[config.mk]
export PLATFORM = sky130hd
export DESIGN_NAME = instr_fetch
export DESIGN_NICKNAME = d
export VERILOG_FILES = /design/src/rtl/instr_fetch.sv
export SDC_FILE = /design/constraint.sdc
export NUM_CORES = 1
export LEC_CHECK = 0
export CAP_MARGIN = 20
export CORE_UTILIZATION = 34
export DETAILED_ROUTE_END_ITERATION = 12
export PLACE_DENSITY = 0.71
export SLEW_MARGIN = 40
export SYNTH_ARGS = -nofsm -noshare
export SYNTH_HDL_FRONTEND = slang
export SYNTH_SLANG_ARGS = --single-unit
[constraint.sdc]
create_clock -name clk -period 3.17 [get_ports clk]
set_input_delay 0.634 -clock clk [delete_from_list [all_inputs] [get_ports clk]]
set_output_delay 0.634 -clock clk [all_outputs]
set_load 0.05 [all_outputs]
[src/rtl/instr_fetch.sv]
// Instruction fetch unit: walks the ROM from the PC, assembles one- or two-byte
// instructions and hands them to decode over a valid/ready handshake.
module instr_fetch #(
   parameter int                ADDR_W   = 8,
   parameter logic [ADDR_W-1:0] RESET_PC = '0
) (
   input  logic              clk,
   input  logic              rst,
   output logic [ADDR_W-1:0] imem_addr,
   input  logic [7:0]        imem_data,
   output logic              instr_valid,
   input  logic              instr_ready,
   output logic [7:0]        instr_opcode,
   output logic [7:0]        instr_imm,
   output logic              instr_two_byte,
   output logic [ADDR_W-1:0] instr_pc,
   input  logic              redirect_valid,
   input  logic [ADDR_W-1:0] redirect_pc,
   output logic              halted
);

   typedef enum logic [1:0] {FETCH_OP, FETCH_IMM, PRESENT, HALTED} state_t;

   localparam logic [7:0] OP_HLT = 8'hFF;

   state_t            state_q, state_d;
   logic [ADDR_W-1:0] pc_q, pc_d;
   logic [ADDR_W-1:0] ipc_q, ipc_d;
   logic [7:0]        op_q, op_d;
   logic [7:0]        imm_q, imm_d;
   logic              two_q, two_d;
   logic              is_two;

   // Opcodes with bit 7 set carry an immediate/address byte, except HLT.
   assign is_two = imem_data[7] && (imem_data != OP_HLT);

   always_ff @(posedge clk) begin
      if (rst) begin
         state_q <= FETCH_OP;
         pc_q    <= RESET_PC;
         ipc_q   <= '0;
         op_q    <= '0;
         imm_q   <= '0;
         two_q   <= 1'b0;
      end else begin
         state_q <= state_d;
         pc_q    <= pc_d;
         ipc_q   <= ipc_d;
         op_q    <= op_d;
         imm_q   <= imm_d;
         two_q   <= two_d;
      end
   end

   always_comb begin
      state_d = state_q;
      pc_d    = pc_q;
      ipc_d   = ipc_q;
      op_d    = op_q;
      imm_d   = imm_q;
      two_d   = two_q;

      case (state_q)
         FETCH_OP: begin
            op_d  = imem_data;
            ipc_d = pc_q;
            pc_d  = pc_q + 1'b1;
            two_d = is_two;
            if (is_two) begin
               state_d = FETCH_IMM;
            end else begin
               imm_d   = '0;
               state_d = PRESENT;
            end
         end
         FETCH_IMM: begin
            imm_d   = imem_data;
            pc_d    = pc_q + 1'b1;
            state_d = PRESENT;
         end
         PRESENT: begin
            if (instr_ready) begin
               state_d = (op_q == OP_HLT) ? HALTED : FETCH_OP;
            end
         end
         HALTED: begin
            state_d = HALTED;
         end
         default: begin
            state_d = FETCH_OP;
         end
      endcase

      // A redirect discards whatever was being assembled; instruction registers
      // keep their old contents since valid stays low until the new fetch ends.
      if (redirect_valid) begin
         state_d = FETCH_OP;
         pc_d    = redirect_pc;
         ipc_d   = ipc_q;
         op_d    = op_q;
         imm_d   = imm_q;
         two_d   = two_q;
      end
   end

   assign imem_addr      = pc_q;
   assign instr_valid    = (state_q == PRESENT);
   assign halted         = (state_q == HALTED);
   assign instr_opcode   = op_q;
   assign instr_imm      = imm_q;
   assign instr_two_byte = two_q;
   assign instr_pc       = ipc_q;

endmodule

**After elaboration in Yosys (flattened, before gate mapping)**

Index checks and enable logic that the tools add are counted.

- Register bits: 35
- Latch bits: 0
- Bits in writable memories: 0
- Bits in read-only memories: 0
- Bits of input ports: 20
- Output and inout bits: 35
- Logic and storage cells: 31
- Memories kept: 0

- Add/sub/neg operators: 1
- $mul: 0
- Divide/modulo/power cells: 0
- Magnitude comparators: 0
- Equality and inequality tests: 7
- Shift-type cells: 0
- Mux-type cells: 8
- Bitwise logic cells: 1
- Reduce and logical (&&, ||, !) cells: 8

Operators by type and width:

| operator | number |
|---|---|
| 2-to-1 mux 8 bit | 3 |
| case mux 8 bit (2 select lines) | 1 |
| adder 8 x 1 -> 8 bit, second input constant | 1 |
| == test 8 bit, second input constant | 1 |
| inequality test 8 bit, second input constant | 1 |
| case mux 2 bit (4 select lines) | 1 |
| 2-to-1 mux 2 bit | 3 |
| == test 2 bit, second input constant | 2 |
| nonzero test 2 bit | 2 |
| OR reduction 2 bit | 2 |
| AND reduction 3 bit | 1 |
| == test 2 x 1 -> 1 bit, second input constant | 1 |
| zero test 2 bit | 1 |
| inequality test 2 x 1 -> 1 bit, second input constant | 1 |
| inequality test 2 bit, second input constant | 1 |
| AND reduction 2 bit | 1 |
| logical AND 1 bit | 1 |
| inverter 1 bit | 1 |

**Logic depth before layout (Yosys ltp)**

- Word-level depth: 4
- Gate-level depth with buffers: 5
- Mapped depth without buffers: 5

**Worst setup path after synthesis**

No wires, ideal clock.

- Path type: register -> output
- Start point: register state_q[1]
- End point: output port instr_valid
- Arrival time: 1.172 ns
- Path slack: 1.364 ns
- Cell stages (with the launch flop): 2
- Buffers on the path: 0
- Path through: dfxtp_1 nor2b_1

- Longest elaborated chain between the ends: 1

Ends and longest elaborated chain:

| what | line | source |
|---|---|---|
| start: declaration | 26 | `state_t state_q, state_d;` |
| start signal: assignment | 46 | `state_q <= state_d;` |
| == test 2 bit | 107 | `assign instr_valid = (state_q == PRESENT);` |
| end: declaration | 11 | `output logic instr_valid,` |

Every way passes these cells.

**Worst setup path after layout**

Ends and elaborated chain as after synthesis.

==> metrics.md <==
| Metric | Value |
|---|---|
| Outcome | `finished, final reports clean` |
| Wire per inst | `12.9 um` |
| Synth Area per Inst | `8.38 um^2` |
| DRC Markers | `0` |
| Nets | `253` |
| Iter 0 DRT Violations | `91` |
| Vias in the first global route | `1202` |
| First-pass GRT wire length | `5770 um` |
| Post-CTS sizing | `0` |
| Dpl hpwl | `2620 um` |
| R2R setup slack | `1.55 ns` |
| Crit path launch type | `flop` |
| Sink Count | `35` |
| Max-Cap Viols | `0` |
| Fill cells | `404` |
| Worst Path Max Fanout | `16` |
| Post-route ant nets | `0` |
| Area Growth Syn to Fin | `43.9%` |
| Post-CTS repair timing setup buffer count | `0` |
| Slew @ Worst Pin | `0.562 ns` |
| Post-synthesis cell area | `1510 um^2` |
| LEAKAGE | `0.781 nW` |
| Synthesized instance count | `180` |
| Largest net degree at the start of global routing | `36` |
| Vias/cell | `4.95` |
| Vert. Die Dim | `68.6 um` |
| Fmax | `0.367 GHz` |
| Worst VDD drop | `233 uV` |
| Final worst-path cycle share | `86.0%` |
| Gr usage total | `16.8%` |
| Crit end category | `primary output` |
| Port Buffers | `54` |
| Register bit count reported by yosys | `35` |
| Synth cell types | `31` |
| Clock Skews | `0.00511 ns` |
| Reg clk slew, reported paths | `0.07 ns` |
| CTS Buf Count | `5` |
| CTS tree | `built` |
| Core ar. | `4140 um^2` |
| WP data required | `2.54 ns` |
| Relative slew slack | `62.4%` |
| GPL Wtd Cong | `0.806` |
| Tot Pwr | `1.03 mW` |
| H-tree depth | `2` |
| Highest-count cells in the layout ignoring fill and taps | `54 x clkdlybuf4s50_1, 35 x dfxtp_1, 31 x nand2_1` |
| Row cnt | `23` |
| CTS Buffer Depth | `2` |
| Synth Net Count | `201` |
| Total routed wirelength | `3630 um` |
| Starting Density | `36.4%` |
| Min-Delay Path Class | `flop to flop` |
| Pre-antenna DRT Iters | `4` |
| Setup violators final | `0` |
| Commonest non-fill, non-tap cell in the layout | `clkdlybuf4s50_1` |
| Root buffer cell | `clkbuf_8` |
| Hold Vio Cnt, Final | `0` |
| Num ports | `55` |
| Synth Warn # | `0` |
| Initial antenna violation count | `0` |
| Arr. time, crit path | `2.09 ns` |
| Pwr Density | `474 nW/um^2` |
| Die width | `68.6 um` |
| Post-layout min period | `2.73 ns` |
| DR vias | `1396` |
| # diodes | `0` |
| Critical path class | `flop to primary output` |
| Layout cell share with drive strength beyond 1 | `5.60%` |
| Die footprint | `4710 um^2` |
| Worst skew pair latency | `0.28 ns` |
| Gr ovfl total | `0` |
| Sequential element share of the synthesized area | `46.4%` |
| TNS Setup | `0 ns` |
| Max Slew Vio Count | `0` |
| Hold Buf Count CTS | `0` |
| RSZ-0062 raised after global routing | `no` |
==> synth_stat cells (all sizes together) <==
cell type / instances / area share [%]
and4: 1 / 0.58
nand3: 1 / 0.33
o21bai: 1 / 0.50
a211oi: 1 / 0.50
nand2b: 11 / 4.6
nor4b: 1 / 0.99
ha: 1 / 0.83
nor2: 13 / 3.2
nor4: 1 / 0.41
clkbuf: 5 / 1.2
o21ai: 9 / 3.0
o21a: 3 / 1.5
and2: 1 / 0.41
inv: 4 / 0.99
or3b: 1 / 0.58
or3: 1 / 0.41
mux2i: 4 / 2.7
dfxtp: 35 / 46
a21oi: 22 / 7.3
nand4: 12 / 5.0
xor2: 3 / 1.7
nand4b: 2 / 1.2
a41oi: 1 / 1.1
nor2b: 1 / 0.41
nand2: 31 / 7.7
buf: 6 / 2.0
xnor2: 4 / 2.3
a22oi: 1 / 0.50
nor3: 3 / 1.7
==> worst max-delay path: stages, from the launching register on <==
cell,delay [ns]
dfxtp_1,0.66
nor2b_1,0.29
clkdlybuf4s50_1,0.86
==> worst paths after layout <==
check               from      endpoint  depth (start not counted)
max           state_q[1]   instr_valid                          2
min          instr_pc[3]   instr_pc[3]                          2
min reg2reg  instr_pc[3]   instr_pc[3]                          2
max reg2reg   state_q[1]  instr_imm[3]                          4
==> report_power, final <==
group / leakage, nW / internal [mW] / switching, mW
Combinational: 0.447 / 0.0855 / 0.138
Clock: 0.0470 / 0.170 / 0.149
Sequential: 0.286 / 0.462 / 0.0244
==> registers in the layout, summed over array words and instances (netlist names) <==
name            flops
instr_two_byte      1
instr_pc            8
imem_addr           8
instr_opcode        8
instr_imm           8
state_q             2
==> cells by family after synthesis <==
| kind of cell | synth area share, % |
|---|---|
| buffers and inverters | 4.23 |
| XOR/XNOR | 4.06 |
| flip-flops | 46.4 |
| adder cells (fa/ha/maj) | 0.829 |
| AND/OR/NAND/NOR | 27.4 |
| AO/OA/AOI/OAI | 14.3 |
| multiplexers | 2.65 |
==> layer usage <==
layer / global-route usage (%) / share of wire [%] / up-vias
met5: 0 / 0 / -
met4: 5.47 / 0.77 / 0
met3: 4.77 / 4.2 / 2
met2: 25.9 / 46 / 33
met1: 22.4 / 49 / 634
li1: - / - / 727
==> cell type report <==
cell class                      instances  area (um^2)  area share [%]
Clock buffer                            6         82.6            3.80
Clock inverter                          1         5.00           0.230
Inverter                                4         15.0           0.691
Multi-Input combinational cell        130          751            34.6
Sequential cell                        35          701            32.3
Tap cell                               50         62.6            2.88
Timing Repair Buffer                   56          556            25.6
==> through the flow <==
step	setup WS, ns	instance area (um^2)	hold WS (ns)	util, %	std cells
floorplan	1.36	1510	0.600	-	180
global placement	0.845	2080	0.445	50.2	275
detailed placement	0.743	2080	0.449	50.3	275
CTS	0.438	2170	0.458	52.4	282
global route	0.336	2170	0.475	52.4	282
finish	0.444	2170	0.453	52.4	282
Power figures use the tool's default switching activity.
==> RTL edit: new RTL, config.mk and constraints unchanged <==
Encoding of `state_t`: now one-hot (4 bits for 4 states).
--- a/src/rtl/instr_fetch.sv
+++ b/src/rtl/instr_fetch.sv
@@ -21,3 +21,3 @@
 
-   typedef enum logic [1:0] {FETCH_OP, FETCH_IMM, PRESENT, HALTED} state_t;
+   typedef enum logic [3:0] {FETCH_OP = 4'b0001, FETCH_IMM = 4'b0010, PRESENT = 4'b0100, HALTED = 4'b1000} state_t;
 
Check against the original RTL: no difference found for any inputs over 10 cycles, from zero or initial values and one cycle with rst high; not proved beyond that.
==> RTL edit against the original RTL <==
Largest power group unchanged. Register-to-register slack got worse by 0.13 ns. Setup slack lost 0.21 ns. Sequential cell count grew 2. Critical endpoint unchanged. Design area up 1.2%. Count of clock-buffer cells in the layout grew 1. Highest routed layer unchanged. Power up 6.9%. Critical path depth grew 1. Synthesized area grew 0.41%. Utilization is 0.63 points higher. Routed wire length grew 5.9%.
==> RTL edit: results <==
metrics = {
    "timing": {
        "clock_skew_ns": 0.00260,
        "slew_headroom_pct": 52.1,
    },
    "grt": {
        "antenna_found_initial": 0,
        "grt_usage_pct": 18.0,
        "grt_pass1_wl_um": 6180,
        "grt_pass1_vias": 1270,
        "grt_max_degree": 20,
    },
    "logic_synthesis": {
        "ys_seq_area_share_pct": 48.9,
        "synthDistinctLibCells": 31,
        "syn_nets": 191,
        "yosys-top-cells-area": "dfxtp_1 49%, nand2_1 8.9%, a21oi_1 5.6%",
        "ys.flop_type": "dfxtp_1",
        "synth_common_cells": "37 x dfxtp_1, 36 x nand2_1, 17 x a21oi_1, 14 x nor2_1, 8 x a22o_1",
    },
    "layout": {
        "drive_above_1_share_pct": 7.08,
        "nNetsFinal": 246,
    },
    "clock_network": {
        "numCtsBuffers": 5,
        "postCtsSetupBuffers": 0,
    },
    "setup_path": {
        "cp.arrival_ns": 2.30,
        "worstPathMaxFanout": 7,
    },
    "hold_path": {
        "hold_class": "reg2reg",
    },
    "routing": {
        "finalWirelength_um": 3840,
        "vias": 1397,
        "drt_iter0_drc": 79,
    },
    "outcome": {
        "status": "complete, no violations",
    },
    "power_and_ir_drop": {
        "ir_drop_mv": 0.243,
        "power_density_mw_per_mm2": 500,
        "p_leak_uw": 0.000792,
    },
    "placement": {
        "place_congestion": 0.778,
        "hpwl_um": 2810,
    },
}
## RTL edit: logic make-up (layout without fill, tap and decap cells)
kind of cell	Yosys count	in the layout	share of synthesized area (%)
fa+ha+maj	1	1	0.826
flops	37	37	48.9
xor+xnor	8	8	5.12
simple gates	74	74	24.6
compound gates	41	41	18.2
buf+inv	9	65	2.39
## RTL edit: worst paths after layout
path | slack, ns | startpoint | to | depth (start not counted)
max | 0.24 | state_q[2]$_SDFFE_PP0P_ | instr_valid | 3
min | 0.45 | instr_pc[3]$_SDFFE_PP0P_ | instr_pc[3]$_SDFFE_PP0P_ | 2
max reg2reg | 1.42 | state_q[1]$_SDFFE_PP0P_ | instr_opcode[4]$_SDFFE_PP0P_ | 4
min reg2reg | 0.45 | instr_pc[3]$_SDFFE_PP0P_ | instr_pc[3]$_SDFFE_PP0P_ | 2
## RTL edit: final cells by class
type / count / area [um^2]
Fill cell: 416 / 1950
Sequential cell: 37 / 741
Multi-Input combinational cell: 124 / 738
Timing Repair Buffer: 55 / 548
Clock buffer: 7 / 96.3
Tap cell: 50 / 62.6
Inverter: 2 / 7.51
Clock inverter: 1 / 5.00
## RTL edit: per-stage QoR
stage	std cells	utilization (%)	cell area, um^2	setup WS (ns)	power (uW)
after floorplan	170	-	1520	0.322	664
after global placement	268	50.6	2100	0.575	752
after detailed placement	268	50.6	2100	0.561	755
after CTS	276	53.0	2200	0.230	1110
after global routing	276	53.0	2200	0.168	1150
final	276	53.0	2200	0.236	1100
## RTL edit: metal layers
layer	global-route usage, %	vias up	wire length (um)
met5	0	-	0
met4	8.42	0	55
met3	3.45	5	159
met2	27.2	33	1770
met1	24.7	649	1860
li1	-	710	-
## RTL edit: critical path, stage by stage, from the launching register on
cell	delay [ns]
dfxtp_1	0.47
or4b_2	0.67
inv_1	0.08
clkdlybuf4s50_1	0.79
## RTL edit: power breakdown
part           internal [uW]  leakage [uW]  switching (uW)
Clock                    196     0.0000542             159
Sequential               488      0.000303            24.3
Combinational           84.8      0.000435             147
